[config.mk]
export PLATFORM = sky130hd
export DESIGN_NAME = mem_access_unit
export DESIGN_NICKNAME = d
export VERILOG_FILES = /design/src/rtl/mem_access_pkg.sv /design/src/rtl/mem_access_unit_load_extractor.sv /design/src/rtl/mem_access_unit.sv
export SDC_FILE = /design/constraint.sdc
export NUM_CORES = 1
export LEC_CHECK = 0
export BUFFER_PORTS_ARGS = -buffer_cell sky130_fd_sc_hd__buf_2
export CAP_MARGIN = 20
export CORE_UTILIZATION = 43
export DETAILED_ROUTE_END_ITERATION = 16
export GPL_TIMING_DRIVEN = 0
export PLACE_DENSITY = 0.89
export SKIP_CTS_REPAIR_TIMING = 1
export SYNTH_ARGS = -nofsm -noshare
export SYNTH_HDL_FRONTEND = slang
export SYNTH_SLANG_ARGS = --single-unit
[constraint.sdc]
create_clock -name clock -period 2.1 [get_ports clock]
set_input_delay 0.105 -clock clock [delete_from_list [all_inputs] [get_ports clock]]
set_output_delay 0.105 -clock clock [all_outputs]
set_load 0.02 [all_outputs]
[src/rtl/mem_access_pkg.sv]
// Shared types and helpers for the load/store unit: funct3 codes, access sizes,
// FSM states and byte-lane mask generation.
package mem_access_pkg;

  localparam logic [2:0] F3_B  = 3'b000;
  localparam logic [2:0] F3_H  = 3'b001;
  localparam logic [2:0] F3_W  = 3'b010;
  localparam logic [2:0] F3_BU = 3'b100;
  localparam logic [2:0] F3_HU = 3'b101;

  typedef enum logic [1:0] {
    SZ_BYTE = 2'd0,
    SZ_HALF = 2'd1,
    SZ_WORD = 2'd2
  } size_e;

  typedef enum logic {
    ST_IDLE   = 1'b0,
    ST_SECOND = 1'b1
  } state_e;

  // Eight lanes wide so that bits [7:4] hold the lanes spilling into the next word.
  function automatic logic [7:0] lane_mask(input size_e sz, input logic [1:0] off);
    logic [7:0] base;
    case (sz)
      SZ_BYTE: base = 8'b0000_0001;
      SZ_HALF: base = 8'b0000_0011;
      default: base = 8'b0000_1111;
    endcase
    return base << off;
  endfunction

  function automatic logic [31:0] size_data_mask(input size_e sz);
    logic [31:0] m;
    case (sz)
      SZ_BYTE: m = 32'h0000_00FF;
      SZ_HALF: m = 32'h0000_FFFF;
      default: m = 32'hFFFF_FFFF;
    endcase
    return m;
  endfunction

endpackage

[src/rtl/mem_access_unit_load_extractor.sv]
// load_extractor: picks the addressed bytes out of a two-word little-endian window
// and sign- or zero-extends them according to funct3.
module load_extractor
  import mem_access_pkg::*;
(
  input  logic [63:0] window,
  input  logic [1:0]  offset,
  input  logic [2:0]  funct3,
  output logic [31:0] value
);

  logic [63:0] shifted;
  logic [31:0] unused_hi;

  always_comb begin
    shifted   = window >> {offset, 3'b000};
    unused_hi = shifted[63:32];
    case (funct3)
      F3_B:    value = {{24{shifted[7]}}, shifted[7:0]};
      F3_H:    value = {{16{shifted[15]}}, shifted[15:0]};
      F3_BU:   value = {24'b0, shifted[7:0]};
      F3_HU:   value = {16'b0, shifted[15:0]};
      default: value = shifted[31:0];
    endcase
  end

endmodule

[src/rtl/mem_access_unit.sv]
// mem_access_unit: load/store unit driving the data memory and returning extended loads.
// Build option MISALIGNED_SPLIT_EN: split word-crossing accesses in two; otherwise they fault.
module mem_access_unit
  import mem_access_pkg::*;
#(
  parameter int DATA_W = 32
) (
  input  logic              clock,
  input  logic              reset,
  input  logic              req_valid,
  output logic              req_ready,
  input  logic              req_load,
  input  logic [2:0]        req_funct3,
  input  logic [31:0]       req_addr,
  input  logic [DATA_W-1:0] req_wdata,
  input  logic [4:0]        req_rd,
  output logic              mem_read,
  output logic              mem_write,
  output logic [31:0]       mem_addr,
  output logic [3:0]        mem_byte_en,
  output logic [DATA_W-1:0] mem_wdata,
  input  logic [DATA_W-1:0] mem_rdata,
  output logic              wb_valid,
  output logic [DATA_W-1:0] wb_data,
  output logic [4:0]        wb_rd,
  output logic              fault_valid,
  output logic              dbg_state
);

  // Handshake: a request transfers at a posedge where req_valid && req_ready;
  // its fields are captured then and need not be held afterwards.

  logic [1:0]          req_k;
  size_e               req_size;
  logic                req_legal;
  logic [7:0]          req_lanes;
  logic                req_cross;
  logic [2*DATA_W-1:0] wdata_wide;
  logic                accept;

  logic                rd_pend_q, rd_pend_d;
  logic [1:0]          ld_k_q, ld_k_d;
  logic [2:0]          ld_f3_q, ld_f3_d;
  logic [4:0]          ld_rd_q, ld_rd_d;
  logic                fault_q, fault_d;
  logic                wb_valid_q, wb_valid_d;
  logic [DATA_W-1:0]   wb_data_q, wb_data_d;
  logic [4:0]          wb_rd_q, wb_rd_d;
  logic                fin_now;
  logic [63:0]         ext_window;
  logic [31:0]         ext_value;

`ifdef MISALIGNED_SPLIT_EN
  state_e              state_q, state_d;
  logic                fin_pend_q, fin_pend_d;
  logic [DATA_W-1:0]   lo_q, lo_d;
  logic [31:0]         sp_addr_q, sp_addr_d;
  logic [3:0]          sp_be_q, sp_be_d;
  logic [DATA_W-1:0]   sp_wdata_q, sp_wdata_d;
  logic                sp_load_q, sp_load_d;

  assign req_ready  = (state_q == ST_IDLE) && !reset;
  assign dbg_state  = (state_q == ST_SECOND);
  assign fin_now    = fin_pend_q;
  assign ext_window = fin_pend_q ? {mem_rdata, lo_q} : {{DATA_W{1'b0}}, mem_rdata};
`else
  logic [DATA_W-1:0]   unused_spill;

  assign req_ready    = !reset;
  assign dbg_state    = 1'b0;
  assign fin_now      = 1'b0;
  assign ext_window   = {{DATA_W{1'b0}}, mem_rdata};
  assign unused_spill = wdata_wide[2*DATA_W-1:DATA_W];
`endif

  assign accept = req_valid && req_ready;

  always_comb begin
    req_k = req_addr[1:0];
    case (req_funct3[1:0])
      2'b00:   req_size = SZ_BYTE;
      2'b01:   req_size = SZ_HALF;
      default: req_size = SZ_WORD;
    endcase
    if (req_load) req_legal = req_funct3 inside {F3_B, F3_H, F3_W, F3_BU, F3_HU};
    else          req_legal = req_funct3 inside {F3_B, F3_H, F3_W};
    req_lanes  = lane_mask(req_size, req_k);
    req_cross  = |req_lanes[7:4];
    wdata_wide = {{DATA_W{1'b0}}, req_wdata & size_data_mask(req_size)} << {req_k, 3'b000};
  end

  always_comb begin
    mem_read    = 1'b0;
    mem_write   = 1'b0;
    mem_addr    = '0;
    mem_byte_en = '0;
    mem_wdata   = '0;
    fault_d     = 1'b0;
    rd_pend_d   = 1'b0;
    ld_k_d      = ld_k_q;
    ld_f3_d     = ld_f3_q;
    ld_rd_d     = ld_rd_q;
`ifdef MISALIGNED_SPLIT_EN
    state_d     = state_q;
    fin_pend_d  = 1'b0;
    lo_d        = lo_q;
    sp_addr_d   = sp_addr_q;
    sp_be_d     = sp_be_q;
    sp_wdata_d  = sp_wdata_q;
    sp_load_d   = sp_load_q;
    if (state_q == ST_SECOND) begin
      // Second half goes to the next word; the first word's read data is here now.
      mem_read    = sp_load_q;
      mem_write   = !sp_load_q;
      mem_addr    = sp_addr_q + 32'd4;
      mem_byte_en = sp_be_q;
      mem_wdata   = sp_load_q ? '0 : sp_wdata_q;
      lo_d        = mem_rdata;
      fin_pend_d  = sp_load_q;
      state_d     = ST_IDLE;
    end else
`endif
    if (accept) begin
`ifdef MISALIGNED_SPLIT_EN
      if (!req_legal) begin
`else
      if (!req_legal || req_cross) begin
`endif
        fault_d = 1'b1;
      end else begin
        mem_read    = req_load;
        mem_write   = !req_load;
        mem_addr    = {req_addr[31:2], 2'b00};
        mem_byte_en = req_lanes[3:0];
        mem_wdata   = req_load ? '0 : wdata_wide[DATA_W-1:0];
        if (req_load) begin
          ld_k_d  = req_k;
          ld_f3_d = req_funct3;
          ld_rd_d = req_rd;
        end
`ifdef MISALIGNED_SPLIT_EN
        if (req_cross) begin
          state_d    = ST_SECOND;
          sp_addr_d  = {req_addr[31:2], 2'b00};
          sp_be_d    = req_lanes[7:4];
          sp_wdata_d = wdata_wide[2*DATA_W-1:DATA_W];
          sp_load_d  = req_load;
        end else begin
          rd_pend_d = req_load;
        end
`else
        rd_pend_d = req_load;
`endif
      end
    end
  end

  load_extractor u_extract (
    .window (ext_window),
    .offset (ld_k_q),
    .funct3 (ld_f3_q),
    .value  (ext_value)
  );

  always_comb begin
    wb_valid_d = rd_pend_q || fin_now;
    wb_data_d  = wb_data_q;
    wb_rd_d    = wb_rd_q;
    if (wb_valid_d) begin
      wb_data_d = ext_value;
      wb_rd_d   = ld_rd_q;
    end
  end

`ifdef MISALIGNED_SPLIT_EN
  always_ff @(posedge clock or posedge reset) begin
    if (reset) state_q <= ST_IDLE;
    else       state_q <= state_d;
  end

  always_ff @(posedge clock or posedge reset) begin
    if (reset) begin
      fin_pend_q <= 1'b0;
      lo_q       <= '0;
      sp_addr_q  <= '0;
      sp_be_q    <= '0;
      sp_wdata_q <= '0;
      sp_load_q  <= 1'b0;
    end else begin
      fin_pend_q <= fin_pend_d;
      lo_q       <= lo_d;
      sp_addr_q  <= sp_addr_d;
      sp_be_q    <= sp_be_d;
      sp_wdata_q <= sp_wdata_d;
      sp_load_q  <= sp_load_d;
    end
  end
`endif

  always_ff @(posedge clock or posedge reset) begin
    if (reset) begin
      rd_pend_q  <= 1'b0;
      ld_k_q     <= '0;
      ld_f3_q    <= '0;
      ld_rd_q    <= '0;
      fault_q    <= 1'b0;
      wb_valid_q <= 1'b0;
      wb_data_q  <= '0;
      wb_rd_q    <= '0;
    end else begin
      rd_pend_q  <= rd_pend_d;
      ld_k_q     <= ld_k_d;
      ld_f3_q    <= ld_f3_d;
      ld_rd_q    <= ld_rd_d;
      fault_q    <= fault_d;
      wb_valid_q <= wb_valid_d;
      wb_data_q  <= wb_data_d;
      wb_rd_q    <= wb_rd_d;
    end
  end

  assign wb_valid    = wb_valid_q;
  assign wb_data     = wb_data_q;
  assign wb_rd       = wb_rd_q;
  assign fault_valid = fault_q;

endmodule

Yosys cells after proc, flatten, opt, wreduce, memory -nomap -nowiden
Index checks and enable logic that the tools add are counted.
- register bits after elaboration: 50
- output and inout port bits: 111
- eq/ne operators: 9
- shift-type cells: 3
- muxes and demuxes: 18
- bitwise operators: 2
- reduce and logical (&&, ||, !) cells: 13
- operators with widths (cell ; number):
    32-bit 2-to-1 mux ; 5
    32-bit case mux with 4 select lines ; 1
    32-bit case mux with 2 select lines ; 1
    32-bit bitwise AND ; 1
    32-bit by 5-bit << shifter with 32-bit output ; 1
    32-bit by 5-bit right shift with 32-bit output ; 1
    3-bit equality test (second input constant) ; 4
    4-bit 2-to-1 mux ; 2
    4-bit case mux with 2 select lines ; 1
    8-bit by 2-bit << shifter with 8-bit output ; 1
    1-bit 2-to-1 mux ; 7
    3-bit by 1-bit equality test with 1-bit output (second input constant) ; 2
    3-bit zero test ; 2
    5-bit nonzero test ; 1
    2-bit by 1-bit equality test with 1-bit output (second input constant) ; 2
    2-bit zero test ; 2
    2-bit case mux with 2 select lines ; 1
    4-bit OR reduction ; 1
    3-bit by 2-bit equality test with 1-bit output (second input constant) ; 1
    1-bit zero test ; 3
    3-bit AND reduction ; 1
    3-bit nonzero test ; 1
    1-bit logical AND ; 1
    1-bit logical OR ; 1
    1-bit NOT ; 1

Depth between registers and ports, before layout
- word-level depth: 9
- mapped depth: 7

Hierarchy
From an unflattened synthesis, not the netlist that was laid out.
- cells, all modules: 378
- area total of the unflattened synthesis: 3992.6 µm²
- modules (own cells, without submodules) (module ; times used ; cells an instance ; area each (µm²) ; sequential area each (µm²)):
    mem_access_unit ; 1 ; 277 ; 2872.8 ; 1251.2
    load_extractor ; 1 ; 101 ; 1119.8 ; 0.0

Worst setup path before layout
OpenSTA, ideal clock, no wires.
- path kind: input to output
- start point: input req_addr[0]
- end point: output mem_wdata[0]
- arrival time: 2.055 ns
- path slack: -0.060 ns
- stages: 5
- buffers on the path: 1
- cell sequence: buf_6 -> or2_1 -> a222oi_1 -> nand3b_2 -> nor4b_1
- cells in the longest elaborated chain, start to end: 5
- elaborated cells between the ends (all ways): 7
- classes of those cells: 2 x shift; 3 x mux; 2 x reduce/logical
- ends and longest elaborated chain (element ; line ; text):
    from (decl) ; mem_access_unit.sv:14 ; input logic [31:0] req_addr,
    branches (longest 3 deep; another with 32-bit by 5-bit << shifter with 32-bit output) ; -- ;
    32-bit 2-to-1 mux (*) ; mem_access_unit.sv:127 ; if (!req_legal || req_cross) begin
    32-bit 2-to-1 mux (*) ; mem_access_unit.sv:123 ; if (accept) begin
    to (decl) ; mem_access_unit.sv:21 ; output logic [DATA_W-1:0] mem_wdata,
Mark *: on every way between the ends.

Final worst setup path
- start point: input req_funct3[0]
- end point: output mem_wdata[6]
- cells in the longest elaborated chain, start to end: 9
- elaborated cells between the ends (all ways): 24
- classes of those cells: 6 x eq/ne; 2 x shift; 7 x mux; 1 x bitwise; 8 x reduce/logical
- ends and longest elaborated chain (element ; line ; text):
    from (decl) ; mem_access_unit.sv:13 ; input logic [2:0] req_funct3,
    2-bit by 1-bit equality test with 1-bit output or 2-bit zero test (tied branches) ; mem_access_unit.sv:80 ; case (req_funct3[1:0])
    2-bit case mux with 2 select lines ; mem_access_unit.sv:80 ;
    2-bit by 1-bit equality test with 1-bit output or 2-bit zero test (tied branches) ; mem_access_pkg.sv:25, mem_access_pkg.sv:35 ;
    32-bit case mux with 2 select lines or 4-bit case mux with 2 select lines (tied branches) ; mem_access_pkg.sv:35, mem_access_pkg.sv:25 ;
    32-bit bitwise AND or 8-bit by 2-bit << shifter with 8-bit output (tied branches) ; mem_access_unit.sv:89, mem_access_pkg.sv:30 ;
    32-bit by 5-bit << shifter with 32-bit output or 4-bit OR reduction (tied branches) ; mem_access_unit.sv:89, mem_access_unit.sv:88 ;
    32-bit 2-to-1 mux or 1-bit logical OR (tied branches) ; mem_access_unit.sv:135, mem_access_unit.sv:127 ;
    32-bit 2-to-1 mux (*) ; mem_access_unit.sv:127 ;
    32-bit 2-to-1 mux (*) ; mem_access_unit.sv:123 ;
Every way passes the cells marked *; elsewhere a longest branch is shown, timed or not.

==> summary.md <==
| Metric | Value |
|---|---|
| Initial Util | `44.35%` |
| Max cap viols | `0` |
| Slowest-stage cell, CP | `a222oi_1` |
| Crit-path max FO | `10` |
| Maximum vdd drop | `0.3409 mV` |
| Vias in the first global route | `about 3600` |
| CTS Buf Count | `5` |
| Status | `complete, no violations` |
| EDFF count, synth | `0` |
| Global-route wire length before repair | `17.72 mm` |
| Critical path launch point type | `input port` |
| DRT Pass-1 Iters | `5` |
| Final max-slew violation count | `0` |
| Clock transition at the registers of the reported paths | `roughly 0.09 ns` |
| Final clock skew | `0.008103 ns` |
| Required time worst endpoint | `2.00 ns` |
| IO buf count | `214` |
| Placed cells | `694` |
| Clock power frac | `14.1%` |
| Die Area | `roughly 0.0083 mm2` |
| Crit Path Category | `in2out` |
| Crit path capture type | `output pin` |
| Die X | `a little over 90 um` |
| Initial antenna violation count | `0` |
| Site Rows | `32` |
| Synth unique cells | `37` |
| Pwr Total | `slightly above 4 mW` |
| Slew headroom | `51.49%` |
| Root buffer cell | `clkbuf_8` |
| Yosys warns | `0` |
| Crit share post-route | `a little over nine tenths` |
| CORE AREA | `slightly below 0.008 mm2` |
| Setup tns final | `0 ns` |
| Vias per inst | `5.440` |
| Clock sink count | `50` |
| Crit-path cells | `buf_2, or2_1, a222oi_1, buf_4, nand3b_2, buf_4, nor4b_4, buf_2` |
| Via count | `3830` |
| Crit-path max cell delay | `0.36 ns` |
| Clock Tree Buf Depth | `2` |
| #FFs+latches synth | `50` |
| CTS tree | `yes` |
| Seq/Total Area, Yosys | `36.51%` |
| GRT overflow | `0` |
| GRT Util Overall | `between 20% and 30%` |
| Sw Ratio | `between 40% and 50%` |
| FF-to-FF End | `wb_data[13]` |
| Syn Std Cell Area | `0.003427 mm2` |
| DR DRC count | `0` |
| Power Dens Cells | `849.9 mW/mm2` |
| Most common cell after layout, fill and taps aside | `buf_2` |
| RSZ-0062 raised after global routing | `yes` |
| DRT Wirelength | `about 12 mm` |
| Achievable frequency | `between 400 and 500 MHz` |
| Largest net degree at the start of global routing | `27` |
| Final worst path period need | `just over 2 ns` |
| FFs w/ async S/R, synth | `between 90% and 100%` |
| CP arrival | `roughly 1.9 ns` |
| GPL Wtd Cong | `0.9678` |
| Critical Path Sink | `mem_wdata[6]` |
| Number of I/O pins | `219` |
| Setup crit start | `req_funct3[0]` |
| R2R setup slack | `between 0.1 and 0.15 ns` |
| Worst Hold Class | `in2reg` |
| Number of diodes | `0` |
| Synthesized area per cell | `9.139 um2` |
| Placement Setup Slack | `-0.2904 ns` |
| Leak | `2.591 nW` |
| Flop pwr share | `37.7%` |
| Die Y | `91.28 um` |
| Wire length per cell | `16.34 um` |
| Clk_lat worst skew | `0.30 ns` |
| Fin cells | `approximately 700` |
| Layout cells sized above 1 | `between 40% and 50%` |
| Switch Pwr | `1.681 mW` |
| Worst setup margin | `0.08842 ns` |
| Starting DRT DRC Count | `137` |
| Combinational Power Share | `between 40% and 50%` |
| Commonest non-fill, non-tap cells in the layout | `buf_2 (214), nor2_1 (50), dfrtp_1 (50)` |
| Nets | `~710` |
| Area grow syn2layout | `40.01%` |
| Cell depth of the worst flop-to-flop path | `5` |
| Hpwl dp | `8.994 mm` |
| CTS H-tree depth | `2` |
| Worst reg2reg startpoint | `ld_k_q[0]` |
| Worst-Margin Slew | `0.7277 ns` |
| Hold Vio Cnt, Final | `0` |
| Cells after Synth | `375` |
| Final setup vio count | `0` |
| Final ANT Viol Nets | `0` |
| Internal Power | `2.398 mW` |
| Dominant synthesized flop cell | `dfrtp_1` |
stage by stage:
| stage | util [%] | hold WS, ns | cell area [um2] |
|---|---|---|---|
| floorplan | - | 0.2397 | 3435 |
| global placement | 59.96 | 0.3246 | 4633 |
| detailed placement | 60.22 | 0.2027 | 4653 |
| CTS | 61.45 | -0.1251 | 4748 |
| global route | 62.10 | 0.02210 | 4798 |
| finish | 62.10 | 0.02722 | 4798 |
worst min-delay path by stage:
stage / depth (start not counted) / end / slack (ns) / start
2_1_floorplan: 1 / ld_f3_q[0] / 0.24 / req_funct3[0]
3_3_place_gp: 2 / ld_rd_q[0] / 0.32 / req_rd[0]
3_5_place_dp: 2 / wb_rd[2] / 0.20 / reset
4_1_cts: 2 / wb_rd[2] / -0.13 / reset
5_1_grt: 2 / ld_rd_q[4] / 0.02 / req_rd[4]
6_report: 2 / ld_rd_q[4] / 0.03 / req_rd[4]
power by group through the flow:
| stage | Sequential [mW] | Combinational (mW) | Clock [mW] |
|---|---|---|---|
| 2_1_floorplan | 1.91 | 0.872 | 0 |
| 3_3_place_gp | 1.52 | 1.90 | 0 |
| 3_5_place_dp | 1.54 | 1.95 | 0 |
| 4_1_cts | 1.52 | 1.96 | 0.592 |
| 5_1_grt | 1.58 | 2.11 | 0.624 |
| 6_report | 1.54 | 1.97 | 0.574 |
cell usage after synthesis (all sizes together), types with 10 or more instances:
cell type	count	area, um2
dfrtp	50	1251
a22o	15	131.4
clkbuf	30	112.6
and3	31	193.9
nor2b	10	62.56
mux2	32	360.4
a21oi	23	115.1
buf	10	67.56
mux2i	23	230.2
nand2	14	52.55
nor2	51	191.4
o22a	17	148.9
cell type report:
cell class / instances / area [um2]
Clock inverter: 2 / 12.51
Multi-Input combinational cell: 284 / 2008
Buffer: 39 / 185.2
Tap cell: 102 / 127.6
Inverter: 3 / 15.01
Fill cell: 689 / 2929
Sequential cell: 50 / 1251
Clock buffer: 6 / 82.58
Timing Repair Buffer: 218 / 1116
critical path: cells and delay by family:
| family | cells | cell delay [ns] |
|---|---|---|
| buf+inv | 4 | 0.77 |
| compound gates | 1 | 0.36 |
| simple gates | 3 | 0.66 |
logic make-up (layout without fill, tap and decap cells):
kind of cell | Yosys count | after routing | share of synthesized area (%)
other | 1 | 3 | 0.1094
flip-flops | 50 | 50 | 36.51
AND/OR/NAND/NOR | 140 | 140 | 21.91
AO/OA/AOI/OAI | 86 | 86 | 18.66
buffers and inverters | 43 | 268 | 5.586
multiplexers | 55 | 55 | 17.23
flip-flops by register name, indices dropped and copies added (netlist names):
signal	flops
wb_valid	1
ld_f3_q	3
wb_data	32
rd_pend_q	1
ld_k_q	2
fault_valid	1
wb_rd	5
ld_rd_q	5
layer usage:
layer	vias up	global-route usage [%]	routed length (um)
met5	-	0	0
met4	0	7.672	217
met3	20	2.680	704
met2	217	48.86	5965
met1	1792	32.93	4617
li1	1801	-	-
Note: power is estimated with default switching activity, not from simulation.
